--- config.mk ---
export PLATFORM = sky130hd
export DESIGN_NAME = dmem_arbiter
export DESIGN_NICKNAME = d
export VERILOG_FILES = /design/src/rtl/dmem_arb_pkg.sv /design/src/rtl/dmem_arb_pick.sv /design/src/rtl/dmem_arbiter.sv
export SDC_FILE = /design/constraint.sdc
export NUM_CORES = 1
export LEC_CHECK = 0
export ABC_AREA = 1
export CORE_ASPECT_RATIO = 1.2
export CORE_MARGIN = 3
export CORE_UTILIZATION = 42
export CTS_BUF_LIST = sky130_fd_sc_hd__clkbuf_8
export DETAILED_ROUTE_END_ITERATION = 10
export PLACE_DENSITY_LB_ADDON = 0.15
export SYNTH_ARGS = -nofsm -noshare
export SYNTH_HDL_FRONTEND = slang
export SYNTH_HIERARCHICAL = 1
export SYNTH_SLANG_ARGS = --single-unit
--- constraint.sdc ---
create_clock -name clk -period 1.8 [get_ports clk]
set_clock_uncertainty 0.1 [all_clocks]
set_input_delay 0.27 -clock clk [delete_from_list [all_inputs] [get_ports clk]]
set_output_delay 0.27 -clock clk [all_outputs]
set_load 0.02 [all_outputs]
--- src/rtl/dmem_arb_pkg.sv ---
// Shared types and constants for the data-memory arbiter.
package dmem_arb_pkg;

    localparam int unsigned ADDR_W_DEF = 9;
    localparam int unsigned DATA_W_DEF = 32;
    localparam int unsigned WAIT_W     = 4;

    localparam logic PORT_CORE = 1'b0;
    localparam logic PORT_AUX  = 1'b1;

    typedef enum logic [1:0] {
        IDLE   = 2'd0,
        ACCESS = 2'd1,
        RESP   = 2'd2
    } arb_state_e;

    // Control half of an accepted request, held from handshake through RESP.
    typedef struct packed {
        logic we;
        logic port;
    } acc_ctl_t;

endpackage

--- src/rtl/dmem_arb_pick.sv ---
// Two-way grant selector: round-robin or port-0 priority with a port-1 starvation guard.
module dmem_arb_pick
    import dmem_arb_pkg::*;
#(
    parameter int unsigned CORE_PRIO = 1,
    parameter int unsigned MAX_WAIT  = 4
) (
    input  logic clk,
    input  logic rst_n,
    input  logic valid0,
    input  logic valid1,
    input  logic decide,
    output logic grant_c
);

    logic              last_grant_q;
    logic [WAIT_W-1:0] wait_cnt_q;
    logic              tie;

    assign tie = valid0 && valid1;

    always_comb begin
        grant_c = PORT_CORE;
        if (valid1 && !valid0) begin
            grant_c = PORT_AUX;
        end else if (tie) begin
            if (CORE_PRIO != 0) begin
                grant_c = (wait_cnt_q == WAIT_W'(MAX_WAIT)) ? PORT_AUX : PORT_CORE;
            end else begin
                grant_c = ~last_grant_q;
            end
        end
    end

    // Arbitration history only moves when a grant is actually taken.
    always_ff @(posedge clk or negedge rst_n) begin
        if (!rst_n) begin
            last_grant_q <= PORT_AUX;
            wait_cnt_q   <= '0;
        end else if (decide) begin
            last_grant_q <= grant_c;
            if (grant_c == PORT_AUX) begin
                wait_cnt_q <= '0;
            end else if (tie && (wait_cnt_q < WAIT_W'(MAX_WAIT))) begin
                wait_cnt_q <= wait_cnt_q + WAIT_W'(1);
            end
        end
    end

endmodule

--- src/rtl/dmem_arbiter.sv ---
// Arbitrates two masters onto the single-ported data memory: one access per three cycles,
// single-cycle strobes, registered read data and a one-cycle response pulse to the winner.
module dmem_arbiter
    import dmem_arb_pkg::*;
#(
    parameter int unsigned ADDR_W    = ADDR_W_DEF,
    parameter int unsigned DATA_W    = DATA_W_DEF,
    parameter int unsigned CORE_PRIO = 1,
    parameter int unsigned MAX_WAIT  = 4
) (
    input  logic              clk,
    input  logic              rst_n,
    input  logic              req0_valid,
    output logic              req0_ready,
    input  logic              req0_we,
    input  logic [ADDR_W-1:0] req0_addr,
    input  logic [DATA_W-1:0] req0_wdata,
    input  logic              req1_valid,
    output logic              req1_ready,
    input  logic              req1_we,
    input  logic [ADDR_W-1:0] req1_addr,
    input  logic [DATA_W-1:0] req1_wdata,
    output logic              rsp0_valid,
    output logic [DATA_W-1:0] rsp0_rdata,
    output logic              rsp1_valid,
    output logic [DATA_W-1:0] rsp1_rdata,
    output logic              mem_read,
    output logic              mem_write,
    output logic [ADDR_W-1:0] mem_addr,
    output logic [DATA_W-1:0] mem_wdata,
    input  logic [DATA_W-1:0] mem_rdata
);

    arb_state_e        state_q;
    arb_state_e        state_d;
    logic              decide;
    logic              grant;
    acc_ctl_t          ctl_q;
    logic              sel_we;
    logic [ADDR_W-1:0] sel_addr;
    logic [DATA_W-1:0] sel_wdata;
    logic [DATA_W-1:0] rsp_data;

    dmem_arb_pick #(
        .CORE_PRIO (CORE_PRIO),
        .MAX_WAIT  (MAX_WAIT)
    ) u_pick (
        .clk     (clk),
        .rst_n   (rst_n),
        .valid0  (req0_valid),
        .valid1  (req1_valid),
        .decide  (decide),
        .grant_c (grant)
    );

    always_ff @(posedge clk or negedge rst_n) begin
        if (!rst_n) begin
            state_q <= IDLE;
        end else begin
            state_q <= state_d;
        end
    end

    // A decision in IDLE is always a handshake: the grant only ever points at a valid port.
    always_comb begin
        state_d = state_q;
        decide  = 1'b0;
        unique case (state_q)
            IDLE: begin
                if (req0_valid || req1_valid) begin
                    decide  = 1'b1;
                    state_d = ACCESS;
                end
            end
            ACCESS:  state_d = RESP;
            RESP:    state_d = IDLE;
            default: state_d = IDLE;
        endcase
    end

    assign req0_ready = decide && (grant == PORT_CORE);
    assign req1_ready = decide && (grant == PORT_AUX);

    always_comb begin
        sel_we    = req0_we;
        sel_addr  = req0_addr;
        sel_wdata = req0_wdata;
        if (grant == PORT_AUX) begin
            sel_we    = req1_we;
            sel_addr  = req1_addr;
            sel_wdata = req1_wdata;
        end
    end

    assign rsp_data = ctl_q.we ? '0 : mem_rdata;

    // Memory-side registers double as the payload latch; they hold only during ACCESS.
    always_ff @(posedge clk or negedge rst_n) begin
        if (!rst_n) begin
            ctl_q      <= '0;
            mem_read   <= 1'b0;
            mem_write  <= 1'b0;
            mem_addr   <= '0;
            mem_wdata  <= '0;
            rsp0_valid <= 1'b0;
            rsp1_valid <= 1'b0;
            rsp0_rdata <= '0;
            rsp1_rdata <= '0;
        end else begin
            mem_read   <= 1'b0;
            mem_write  <= 1'b0;
            mem_addr   <= '0;
            mem_wdata  <= '0;
            rsp0_valid <= 1'b0;
            rsp1_valid <= 1'b0;
            if (decide) begin
                ctl_q     <= '{we: sel_we, port: grant};
                mem_read  <= ~sel_we;
                mem_write <= sel_we;
                mem_addr  <= sel_addr;
                mem_wdata <= sel_wdata;
            end
            if (state_q == ACCESS) begin
                if (ctl_q.port == PORT_AUX) begin
                    rsp1_valid <= 1'b1;
                    rsp1_rdata <= rsp_data;
                end else begin
                    rsp0_valid <= 1'b1;
                    rsp0_rdata <= rsp_data;
                end
            end
        end
    end

endmodule

## Word level (Yosys, flattened, before mapping)

Cells that the tools add are included.

- Bits in registers: 117
- Input port bits: 120
- Logic and storage cells: 53

- Add/subtract/negate cells: 1
- $lt $le $gt $ge: 1
- Equality and inequality tests: 3
- Mux-type cells: 21
- Bitwise logic cells: 3
- Reductions and logical operators: 12

Operators with widths:

| operator | number |
|---|---|
| two-way mux 32 bit | 3 |
| two-way mux 9 bit | 2 |
| two-way mux 1 bit | 12 |
| two-way mux 4 bit | 2 |
| AND reduction 2 bit | 3 |
| logical AND 1 bit | 5 |
| adder 4 x 1 -> 4 bit (second input constant) | 1 |
| equality test 4 x 3 -> 1 bit (second input constant) | 1 |
| < comparator 4 x 3 -> 1 bit (second input constant) | 1 |
| case mux 2 bit (2 select lines) | 1 |
| NOT 1 bit | 3 |
| equality test 2 x 1 -> 1 bit (second input constant) | 1 |
| logical NOT 2 bit | 1 |
| two-way mux 2 bit | 1 |
| inequality test 2 bit (second input constant) | 1 |
| nonzero test 2 bit | 1 |
| logical NOT 1 bit | 1 |
| logical OR 1 bit | 1 |

## Logic depth before layout (Yosys ltp)

- Word-level depth: 7
- Gate-level depth with buffers: 12

## Hierarchy

The synthesis kept the hierarchy.

By module, submodules not included:

| module | times used | cells an instance | area an instance (µm²) | seq. area each (µm²) |
|---|---|---|---|---|
| dmem_arbiter | 1 | 560 | 4692.0 | 2827.7 |
| dmem_arb_pick | 1 | 30 | 235.2 | 100.1 |

## Least setup slack after synthesis

Ideal clock, no wire load.

- Kind: register to output
- From: reg u_pick.wait_cnt_q[0]
- To: out req0_ready
- Arrival time: 1483 ps
- Required time: 1430 ps
- Path slack: -53 ps
- Stages on the path, launching flop included: 10
- Cell sequence: dfrtp_1 inv_1 ha_1 nand3_1 nand2_1 nand2_1 inv_1 buf_2 buf_2 nor2_1

- Cells in the longest elaborated chain, start to end: 6

RTL lines:

| element | RTL line | text |
|---|---|---|
| start: declaration | dmem_arb_pick.sv:17 | `logic [WAIT_W-1:0] wait_cnt_q;` |
| start signal: assignment | dmem_arb_pick.sv:45 | `wait_cnt_q <= wait_cnt_q + WAIT_W'(1);` |
| equality test 4 x 3 -> 1 bit | dmem_arb_pick.sv:28 | `grant_c = (wait_cnt_q == WAIT_W'(MAX_WAIT)) ? PORT_AUX : PORT_CORE;` |
| two-way mux 1 bit | dmem_arb_pick.sv:28 |  |
| two-way mux 1 bit | dmem_arb_pick.sv:26 | `end else if (tie) begin` |
| two-way mux 1 bit | dmem_arb_pick.sv:24 | `if (valid1 && !valid0) begin` |
| via grant | dmem_arbiter.sv:37 | `logic grant;` |
| NOT 1 bit | dmem_arbiter.sv:81 | `assign req0_ready = decide && (grant == PORT_CORE);` |
| logical AND 1 bit | dmem_arbiter.sv:81 |  |
| end: declaration | dmem_arbiter.sv:14 | `output logic req0_ready,` |

The timed path passes the listed nets, and every way through them passes these cells.

## Final worst setup path

- From: reg u_pick.wait_cnt_q[1]
- To: reg mem_read

- Cells in the longest elaborated chain, start to end: 7

RTL lines:

| element | RTL line | text |
|---|---|---|
| equality test 4 x 3 -> 1 bit | dmem_arb_pick.sv:28 |  |
| two-way mux 1 bit | dmem_arb_pick.sv:28 |  |
| two-way mux 1 bit | dmem_arb_pick.sv:26 |  |
| two-way mux 1 bit | dmem_arb_pick.sv:24 |  |
| via grant | dmem_arbiter.sv:37 |  |
| two-way mux 1 bit | dmem_arbiter.sv:88 | `if (grant == PORT_AUX) begin` |
| NOT 1 bit | dmem_arbiter.sv:118 | `mem_read <= ~sel_we;` |
| two-way mux 1 bit | dmem_arbiter.sv:116 | `if (decide) begin` |
| end signal: assignment | dmem_arbiter.sv:118 |  |
| end: declaration | dmem_arbiter.sv:27 | `output logic mem_read,` |

The timed path passes the listed nets, and every way through them passes these cells.
A chain may end at the register's enable or synchronous reset.

==> results.ini <==
[die]
top_level_ports = 231
start_util_pct = 43.8
core_area_um2 = 11200
die-area_um2 = 13100
die_x_um = 105
die_h_um = 125
num_rows = 42

[final_layout]
finalNetCount = 981
fillers = 727
area_delta_synth_final_pct = 79.1
regArea_um2 = 2930
diodes = 0
final_area_um2 = 8830
multiInputGateArea_um2 = 1920
drive_gt1_share_pct = 17.7

[placed_design]
placed_area_um2 = 7500
hpwl_um = 11100
place_congestion = 0.828
place_ws_ps = -487
port_buffers = 230

[global_route]
grt_pass1_wl_um = 26600
grtUsageTotal_pct = 25.8
grt_max_degree = 53
antenna_found_initial = 0
gr-total-overflow = 0
grt_pass1_vias = 5327

[yosys]
synth-seq-cells = 117
yosys.area.top_type_share_pct = 59.4
synth_edf_count = 0
ys_seq_area_share_pct = 59.4
synth.most_common_cell = nand2_1
yosys_warnings = 6
synth_cell_types = 17
synth-async-reset-ratio_pct = 100
netlist_instances = 590
syn_avg_cell_area_um2 = 8.35
yosys.area.top_type = dfrtp_1
synth_area_um2 = 4930
synthFlopType = dfrtp_1
syn_nets = 712
synthTopCellsByArea = dfrtp_1 59%, nand2_1 18%, nand3_1 6.7%, a21oi_1 4.3%, inv_1 3.4%
synth_common_cells = 233 x nand2_1, 117 x dfrtp_1, 66 x nand3_1, 45 x inv_1, 42 x a21oi_1

[worst_setup_path]
crit_type = flip-flop to flip-flop
critPathCapture = mem_read
cp.required_ps = 1980
cp-end-kind = flip-flop
r2r_cells = 14
rrSetupSlack_ps = -140
start_kind = flip-flop
cp.arrival_ps = 2120
crit_path_start = u_pick/wait_cnt_q[1]
timing.rr.start = u_pick/wait_cnt_q[1]
rr_endpoint = mem_read
path_max_fanout = 7

[clocking]
cts_buffers = 17
cts-htree-levels = 4
cts_tree = done
clk_path_buf_depth = 2
insertion_delay_ps = 420
cts.sinks = 117
cts_root_buf = clkbuf_8
path_clk_slew_ps = 70

[sta]
hold_viol_final = 0
slew_headroom_pct = 54.4
fmax_mhz = 514
rsz0062_at_grt = yes
finalSetupViolCount = 35
period_share_pct = 108
setup_ws_ps = -144
tns_ps = -1660
post-route-min-period_ps = 1940
drv_slew = 0
whs_ps = 226
worstMarginPinSlew_ps = 684

[drt]
drt_wl_total_um = 18300
drt_iter0_drc = 176
ant_nets = 0
via_per_inst = 5.02
vias = 5154
wl_per_cell_um = 17.9
drc = 0
dr.pass1.iters = 4

[power_and_ir_drop]
p_total_mw = 13.1
power_leakage_nw = 5.18
peakVddDrop_mv = 0.961
powerDensity_nw_per_um2 = 1480

[worst_hold_path]
min_path_type = primary input to async pin

[run_status]
violations = negative setup slack
outcome = finished with violations

[job]
drv_cap = 0

[critical path, cell delays in order (launching register included)]
cell and delay, ps:
dfrtp_1 380, inv_2 60, ha_4 160, nand3_4 70, nand2_4 50, nand2_4 70, inv_4 40, buf_4 130
buf_12 120, buf_12 140, inv_16 90, buf_12 140, nand2_1 70, nand2_1 100, nor2_1 70
[layer usage]
layer | up-vias | GRT usage [%] | wire (um) | part of all wire [%]
li1 | 2367 | - | - | -
met2 | 267 | 44.3 | 9600 | 52
met4 | 0 | 11.2 | 710 | 3.9
met5 | - | 0 | 0 | 0
met3 | 55 | 10.8 | 1560 | 8.5
met1 | 2465 | 27.7 | 6470 | 35
[placed cells by master, fill, tap and decap left out, types with 7 or more instances in the layout]
master	instances
nand2_1	213
clkdlybuf4s50_1	153
dfrtp_1	117
nand3_1	64
dlymetal6s2s_1	61
inv_1	44
buf_4	39
nor2_1	36
a21oi_2	30
clkbuf_8	20
nand2_4	14
dlygate4sd2_1	13
a21oi_1	11
nand2_2	7
buf_12	7
[cell families after synthesis]
| logic type | after synthesis | synth area share, % |
|---|---|---|
| AND/OR/NAND/NOR | 340 | 27.8 |
| flip-flops | 117 | 59.4 |
| buffers and inverters | 85 | 7.52 |
| AO/OA/AOI/OAI | 45 | 4.57 |
| adder cells (fa/ha/maj) | 2 | 0.508 |
| XOR/XNOR | 1 | 0.178 |
[sequential cells by signal (all words and copies together) (netlist names)]
name	cells
ctl_q	2
mem_read	1
mem_addr	9
mem_write	1
mem_wdata	32
u_pick/wait_cnt_q	4
rsp0_rdata	32
rsp1_rdata	32
rsp1_valid	1
state_q	2
rsp0_valid	1
[final cells by class]
class | instances | share of cell area, %
clock buffer | 20 | 3.12
clock inverter | 12 | 2.08
inverter | 48 | 2.25
multi-input combinational | 388 | 21.8
sequential | 117 | 33.2
tap | 154 | 2.18
timing repair buffer | 287 | 35.4
[how the worst min path moves through the flow]
stage,from,slack [ps],cells past startpoint,endpoint
3_5_place_dp,rst_n,130,1,rsp1_rdata[4]
4_1_cts,rst_n,220,2,rsp1_rdata[4]
2_1_floorplan,rst_n,-130,0,ctl_q[0]
5_1_grt,rst_n,230,2,rsp1_rdata[4]
3_3_place_gp,rst_n,130,1,rsp1_rdata[4]
6_report,rst_n,230,2,rsp1_rdata[4]
[through the flow]
| step | util (%) | instances |
|---|---|---|
| after floorplan | - | 590 |
| after global placement | 66.7 | 965 |
| after detailed placement | 66.7 | 965 |
| after CTS | 73.7 | 1017 |
| after global routing | 78.5 | 1026 |
| final | 78.5 | 1026 |
[power breakdown]
group          switching [mW]  internal (mW)  leakage, nW  total (mW)
clock                    1.02           1.74        0.242        2.76
combinational            3.67           2.62         3.42        6.29
sequential              0.455           3.57         1.52        4.03
[what timing repair did]
action                                  in CTS  in global routing
buffers inserted                            15                  5
cloned                                       4                  5
resized for setup                           56                124
endpoints found under the setup margin      59                108
pin swaps                                    6                 16
hold endpoints to repair                    24                  0
hold buffers                                 1                  0
No activity file was read; power rests on OpenSTA's default activity.
